## config.mk

```make
export PLATFORM = sky130hd
export DESIGN_NAME = constant_addition_flat
export DESIGN_NICKNAME = d
export VERILOG_FILES = /design/src/rtl/ascon_pack.sv /design/src/rtl/constant_addition_if.sv /design/src/rtl/constant_addition.sv /design/src/flat_wrapper.sv
export SDC_FILE = /design/constraint.sdc
export NUM_CORES = 1
export LEC_CHECK = 0
export CORE_AREA = 3 3 252 254
export CTS_BUF_LIST = sky130_fd_sc_hd__clkbuf_4 sky130_fd_sc_hd__clkbuf_8
export CTS_CLUSTER_SIZE = 16
export DETAILED_ROUTE_END_ITERATION = 10
export DIE_AREA = 0 0 255 257
export PLACE_DENSITY_LB_ADDON = 0.05
export SLEW_MARGIN = 20
export SYNTH_ARGS = -nofsm -noshare
export SYNTH_HDL_FRONTEND = slang
export SYNTH_SLANG_ARGS = --single-unit
```

## constraint.sdc

```tcl
create_clock -name clock_i -period 20.1 [get_ports clock_i]
set_clock_uncertainty 0.05 [all_clocks]
set_input_delay 4.02 -clock clock_i [delete_from_list [all_inputs] [get_ports clock_i]]
set_output_delay 4.02 -clock clock_i [all_outputs]
set_load 0.01 [all_outputs]
```

## src/rtl/ascon_pack.sv

```systemverilog
// Shared ASCON types: the 320-bit permutation state as five 64-bit words.
package ascon_pack;

  // Word 0 is the most significant word; bit 63 is the MSB of each word.
  typedef logic [0:4][63:0] type_state;

endpackage

```

## src/rtl/constant_addition_if.sv

```systemverilog
// Data path bundle for the constant-addition layer: enable, round index,
// state in/out and result-valid strobe.
interface constant_addition_if;

  logic                 en_i;
  logic [3:0]           round_i;
  ascon_pack::type_state state_i;
  ascon_pack::type_state state_o;
  logic                 valid_o;

  // Upstream controller / permutation driver side.
  modport master (
    output en_i,
    output round_i,
    output state_i,
    input  state_o,
    input  valid_o
  );

  // Constant-addition layer side.
  modport slave (
    input  en_i,
    input  round_i,
    input  state_i,
    output state_o,
    output valid_o
  );

endinterface

```

## src/rtl/constant_addition.sv

```systemverilog
// ASCON-128 constant-addition layer p_C: XORs the round constant into the low
// byte of state word 2 and registers the result (one cycle latency).
module constant_addition
  import ascon_pack::*;
(
  input  logic              clock_i,
  input  logic              reset_i,
  constant_addition_if.slave bus
);

  logic [7:0] rc_d;
  type_state  state_d;
  type_state  state_q;
  logic       valid_q;

  // Rounds 12..15 carry no constant, so the state passes through unchanged.
  always_comb begin
    rc_d = '0;
    unique case (bus.round_i)
      4'd0:    rc_d = 8'hF0;
      4'd1:    rc_d = 8'hE1;
      4'd2:    rc_d = 8'hD2;
      4'd3:    rc_d = 8'hC3;
      4'd4:    rc_d = 8'hB4;
      4'd5:    rc_d = 8'hA5;
      4'd6:    rc_d = 8'h96;
      4'd7:    rc_d = 8'h87;
      4'd8:    rc_d = 8'h78;
      4'd9:    rc_d = 8'h69;
      4'd10:   rc_d = 8'h5A;
      4'd11:   rc_d = 8'h4B;
      default: rc_d = 8'h00;
    endcase
  end

  always_comb begin
    state_d    = bus.state_i;
    state_d[2] = bus.state_i[2] ^ {56'h0, rc_d};
  end

  always_ff @(posedge clock_i or posedge reset_i) begin
    if (reset_i) begin
      state_q <= '0;
      valid_q <= 1'b0;
    end else begin
      valid_q <= bus.en_i;
      if (bus.en_i) begin
        state_q <= state_d;
      end
    end
  end

  assign bus.state_o = state_q;
  assign bus.valid_o = valid_q;

endmodule

```

## src/flat_wrapper.sv

```systemverilog
// flat-port wrapper written by rule: the top's interface ports become plain ports
module constant_addition_flat import ascon_pack::*;
  (clock_i, reset_i, bus_en_i, bus_round_i, bus_state_i, bus_state_o, bus_valid_o);
  constant_addition_if bus_i ();
  input  logic clock_i;
  input  logic reset_i;
  input wire logic [$bits(bus_i.en_i)-1:0] bus_en_i;
  input wire logic [$bits(bus_i.round_i)-1:0] bus_round_i;
  input wire logic [$bits(bus_i.state_i)-1:0] bus_state_i;
  output wire logic [$bits(bus_i.state_o)-1:0] bus_state_o;
  output wire logic [$bits(bus_i.valid_o)-1:0] bus_valid_o;
  assign bus_i.en_i = bus_en_i;
  assign bus_i.round_i = bus_round_i;
  assign bus_i.state_i = bus_state_i;
  assign bus_state_o = bus_i.state_o;
  assign bus_valid_o = bus_i.valid_o;
  constant_addition u_core (.clock_i(clock_i), .reset_i(reset_i), .bus(bus_i));
endmodule
```

==> impl_metrics.tcl, run 1 <==
set metrics [dict create \
    placed_cells 2107 \
    postCtsHoldBufs 0 \
    rrSetupSlack_ns 19.23 \
    syn_inst 698 \
    switching_power_uw 459 \
    yosys_register_bits 321 \
    powerDensity_mw_per_mm2 86.1 \
    setup_viol 0 \
    synth_top_area_cell "dfrtp_1" \
    synth_enable_flop_cells 0 \
    rows 91 \
    grt_usage_pct 13.8 \
    grt_use_met2_pct 24.4 \
    area_delta_synth_final_pct 68.9 \
    cts_setup_buffers 0 \
    worst-setup-path-type "input port to flip-flop" \
    dpl.hpwl_um 34600 \
    ios 648 \
    setup_ws_ns 13.62 \
    hold_violations 0 \
    ir_worst_vdd_uv 42.2 \
    synth_top_area_share_pct 64.3 \
    routedWlPerCell_um 21.0 \
    cp_max_fo 106 \
    max_clock_freq_mhz 154 \
    die_area_sq_mm 0.0655 \
    swShare_pct 25.3 \
    vias 8615 \
    antenna_found_initial 16 \
    remaining_drc_errors 0 \
    use_met1_pct 13.6 \
    start_util_pct 20.3 \
    drv_slew 0 \
    finalCoreUtilization_pct 34.3 \
    synth_flop_cell "dfrtp_1" \
    max_slew_margin_pct 30.6 \
    r2r_cells 1 \
    cts_root_buffer "clkbuf_8" \
    cts_tree "yes" \
    rsz0062_at_grt "no" \
    status "finished clean" \
    power.total_mw 1.82 \
    wl_um 46700 \
    core_region_area_sq_mm 0.0615 \
    min-delay-start "u_core.bus.state_o[35]$_DFFE_PP0P_" \
    reg2reg_from "u_core.bus.state_o[111]$_DFFE_PP0P_" \
    finalCriticalPeriod_ns 6.48 \
    intPower_mw 1.36 \
    finalSetupTns_ns 0 \
    clock_sinks 321 \
    start_kind "input port" \
    worst_pin_slew_ns 1.04 \
    ys_warn_count 0 \
    htree_levels 3 \
    netlist-cell-type-count 12 \
    fin_nets 1714 \
    async_flop_share_pct 100 \
    slowest_stage "buf_4" \
    cts_buffer_depth 3 \
    crit_end "u_core.bus.state_o[40]$_DFFE_PP0P_" \
    grt_start_max_net_pins 107 \
    avgSynthCellArea_sq_um 17.9 \
    end_kind "flip-flop" \
    cts_resized 0 \
    gr-usage-met3_pct 7.11 \
    p_leak_nw 8.87 \
    grt.busiest_layer "met2" \
    port_buffers 647 \
    hp-class "flip-flop to flip-flop" \
    drive_above_1_share_pct 30.6 \
    cpPeakStageDelay_ns 0.78 \
    path_cells "buf_8 -> buf_4 -> buf_4 -> mux2_2" \
    gp_congestion 0.711 \
    crit_arrival_ns 6.90 \
    drt_iter0_drc 245 \
    synth.area.top_cells "dfrtp_1 (64%), mux2_2 (17%), mux2_4 (15%)" \
    ant_nets 0 \
    overflow 0 \
    r2r_end "u_core.bus.state_o[111]$_DFFE_PP0P_" \
    netlist_top_cells_count "dfrtp_1 (321), mux2_2 (186), mux2_4 (128)" \
    cp_common_cell "buf_4" \
    grt_pass1_wl_um 65700 \
    syn_nets 1025 \
    share_seq_of_total_power_pct 41.1 \
    crit_required_ns 20.53 \
    clk_pin_slew_ns 0.05 \
    drt-pass1-iter-count 4 \
    drv_cap 0 \
    pwr-share-comb_pct 20.4 \
    final_cells 2226 \
    synth_most_common_cell "dfrtp_1" \
    final_cell_area_sq_mm 0.0211 \
    timing.hold.ws_ns 0.452 \
    finalCritPeriodShare_pct 32.2 \
    p_clk_share_pct 38.5 \
    grt_pass1_vias 9402 \
    clock_latency_ns 0.59 \
    die_h_um 257 \
    cts_buffers 68 \
    place_area_sq_mm 0.0198 \
    netlist_area_sq_mm 0.0125 \
    pre_cts_ws_ns 13.05 \
    cp-startpoint "bus_en_i" \
    die_x_um 255 \
    seq_area_frac_synth_pct 64.3 \
    vias_per_cell 3.87 \
]
## layer usage
layer / vias to the layer above / wire length, um
li1: 3843 / -
met1: 4273 / 16000
met2: 394 / 24000
met3: 85 / 5340
met4: 20 / 1240
met5: - / 125
## power groups by stage
| stage | sequential (mW) | combinational, mW | clock [mW] |
|---|---|---|---|
| after global routing | 0.755 | 0.394 | 0.773 |
| after CTS | 0.747 | 0.381 | 0.741 |
| after detailed placement | 0.756 | 0.380 | 0 |
| after global placement | 0.757 | 0.380 | 0 |
| after floorplan | 0.787 | 0.109 | 0 |
| final | 0.746 | 0.371 | 0.700 |
## layout by cell type, fill, tap and decap left out
master	n
a21boi_0	2
a21oi_1	8
buf_4	8
buf_8	1
clkbuf_4	34
clkbuf_8	77
clkdlybuf4s50_1	646
clkinv_2	1
clkinvlp_4	1
dfrtp_1	321
diode_2	6
inv_8	1
mux2_2	186
mux2_4	128
nor2_1	6
nor2b_1	2
xnor2_1	8
## cell type report
type                       instances  area (sq um)
antenna                            6          15.0
clock buffer                     111          1320
clock inverter                     2          12.5
fill                            6088         40400
inverter                           1          11.3
multi-input combinational        340          4180
sequential                       321          8030
tap                              790           988
timing repair buffer             655          6540
## state kept, by name (all words and copies together) (netlist names)
signal / cells
u_core.bus.valid_o: 1
u_core.bus.state_o: 320
## critical path: cells and delay by family
kind / cells / cell delay (ns)
buffers and inverters: 3 / 2.10
multiplexers: 1 / 0.42
## logic make-up after synthesis
family	count (synthesis)	share of synthesized area, %
DFF	321	64.3
muxes	314	32.2
buffers and inverters	37	2.24
AOI/OAI and AO/OA	10	0.441
xor gates and xnor gates	8	0.561
and+or+nand+nor	8	0.280
## worst min-delay path by stage
stage                                          end  depth (start not counted)
5_1_grt         u_core.bus.state_o[54]$_DFFE_PP0P_                          1
2_1_floorplan  u_core.bus.state_o[137]$_DFFE_PP0P_                          1
3_3_place_gp    u_core.bus.state_o[35]$_DFFE_PP0P_                          1
6_report        u_core.bus.state_o[35]$_DFFE_PP0P_                          1
3_5_place_dp   u_core.bus.state_o[168]$_DFFE_PP0P_                          1
4_1_cts         u_core.bus.state_o[54]$_DFFE_PP0P_                          1
Note: power is estimated with default switching activity, not from simulation.
==> run 2, diff against run 1 <==
- CORE_AREA: 3 3 252 254 -> 3 3 253 255
- DIE_AREA: 0 0 255 257 -> 0 0 256 258
- clock period: 20.1 -> 6.25 ns (I/O delays scaled with it)
==> run 2 against run 1 <==
Non-clock buffer count up 1. Final cell count up 2.0%. Sequential power rose to 3.2 times the previous value. Wire length up 5.7%. Largest power group unchanged. Critical path depth down 3. First-iteration DRC count up 22%. Largest cell class unchanged. Setup slack worse by 10 ns. Via count down 0.63%. Die area up 0.78%. Cell area up 0.79%. Global-route usage up 0.90 points.
==> impl_metrics.tcl, run 2 (synthesis results as in run 1) <==
set metrics [dict create \
    hp-class "flip-flop to flip-flop" \
    wl_met3_um 4880 \
    htree_levels 3 \
    crit_arrival_ns 1.66 \
    gp_congestion 0.749 \
    cts_buffer_depth 3 \
    max_clock_freq_mhz 338 \
    final_cell_area_sq_mm 0.0213 \
    die_x_um 256 \
    clock_sinks 321 \
    layout_commonest_cell "clkdlybuf4s50_1" \
    overflow 0 \
    slowest_stage "clkdlybuf4s50_1" \
    cp_max_fo 2 \
    wl_um 49400 \
    finalSetupTns_ns 0 \
    drive_above_1_share_pct 30.4 \
    dpl.hpwl_um 37300 \
    max_slew_margin_pct 42.5 \
    vias_per_cell 3.77 \
    layout_common_cells "clkdlybuf4s50_1 (646), dfrtp_1 (321), mux2_2 (186), mux2_4 (128), clkbuf_8 (81)" \
    worst_pin_slew_ns 0.863 \
    crit_required_ns 4.95 \
    finalCriticalPeriod_ns 2.96 \
    drv_slew 0 \
    grt_usage_pct 14.7 \
    status "finished clean" \
    crit_family "buffers and inverters" \
    powerDensity_mw_per_mm2 279 \
    p_leak_nw 8.90 \
    vias 8561 \
    largest_reg_flops 320 \
    cts_setup_buffers 0 \
    die_h_um 258 \
    grt_start_max_net_pins 105 \
    drv_cap 0 \
    start_util_pct 20.2 \
    hold_violations 0 \
    worst-path-buf-inv 1 \
    clk_pin_slew_ns 0.05 \
    ant_nets 0 \
    wl_met1_um 18200 \
    rsz0062_at_grt "no" \
    ios 648 \
    drt_iter0_drc 299 \
    finalCritPeriodShare_pct 47.3 \
    setup_ws_ns 3.29 \
    grt_pass1_wl_um 70500 \
    pre_cts_ws_ns 3.05 \
    grt_pass1_vias 9473 \
    port_buffers 647 \
    remaining_drc_errors 0 \
    fin_nets 1713 \
    clock_latency_ns 0.60 \
    antenna_found_initial 11 \
    cts_buffers 66 \
    cts_root_buffer "clkbuf_8" \
    core_region_area_sq_mm 0.0618 \
    routedWlPerCell_um 21.7 \
    die_area_sq_mm 0.0660 \
    topRoutingLayerUsed "met5" \
    dr_wl_met2_um 25100 \
    worst-setup-path-type "flip-flop to output port" \
    ir_worst_vdd_uv 114 \
    place_area_sq_mm 0.0199 \
    cts_tree "yes" \
    cts_resized 0 \
    drt-pass1-iter-count 4 \
    postCtsHoldBufs 0 \
    setup_viol 0 \
    rows 91 \
    start_kind "flip-flop" \
    path_cells "clkdlybuf4s50_1" \
    end_kind "output port" \
    cpPeakStageDelay_ns 0.70 \
    area_delta_synth_final_pct 70.2 \
]
run 2: per-stage QoR:
step	hold slack [ns]	util, %	instances	power [mW]
after detailed placement	0.441	32.1	2155	3.67
final	0.452	34.4	2270	5.92
after global placement	0.438	32.1	2155	3.67
after global routing	0.461	34.4	2266	6.25
after floorplan	0.501	-	698	2.88
after CTS	0.456	34.4	2264	6.10
run 2: per-layer routing:
layer,up-vias,GRT usage [%]
met2,368,25.5
met4,12,4.28
met1,4255,15.8
li1,3847,-
met3,79,7.33
met5,-,0
run 2: final cells by class:
| type | instances | area, sq um |
|---|---|---|
| fillers | 6115 | 40600 |
| flip-flops and latches | 321 | 8030 |
| repair buffers | 656 | 6610 |
| multi-input cells | 340 | 4180 |
| clock buffers | 100 | 1260 |
| well taps | 837 | 1050 |
| clock inverters | 9 | 111 |
| diodes | 6 | 15.0 |
| inverters | 1 | 7.51 |
run 2: worst paths after layout:
kind	cells past startpoint	from	to	slack, ns
setup / recovery	1	u_core.bus.state_o[173]$_DFFE_PP0P_	bus_state_o[173]	3.29
hold / removal	1	u_core.bus.state_o[23]$_DFFE_PP0P_	u_core.bus.state_o[23]$_DFFE_PP0P_	0.45
setup reg to reg	1	u_core.bus.state_o[174]$_DFFE_PP0P_	u_core.bus.state_o[174]$_DFFE_PP0P_	5.39
hold reg to reg	1	u_core.bus.state_o[23]$_DFFE_PP0P_	u_core.bus.state_o[23]$_DFFE_PP0P_	0.45
max in group asynchronous	3	reset_i	u_core.bus.state_o[84]$_DFFE_PP0P_	3.99
min in group asynchronous	2	reset_i	u_core.bus.state_o[162]$_DFFE_PP0P_	1.07
run 2: power breakdown:
part | switching [mW] | internal, mW
Sequential | 0.109 | 2.29
Combinational | 0.440 | 0.766
Clock | 0.957 | 1.36
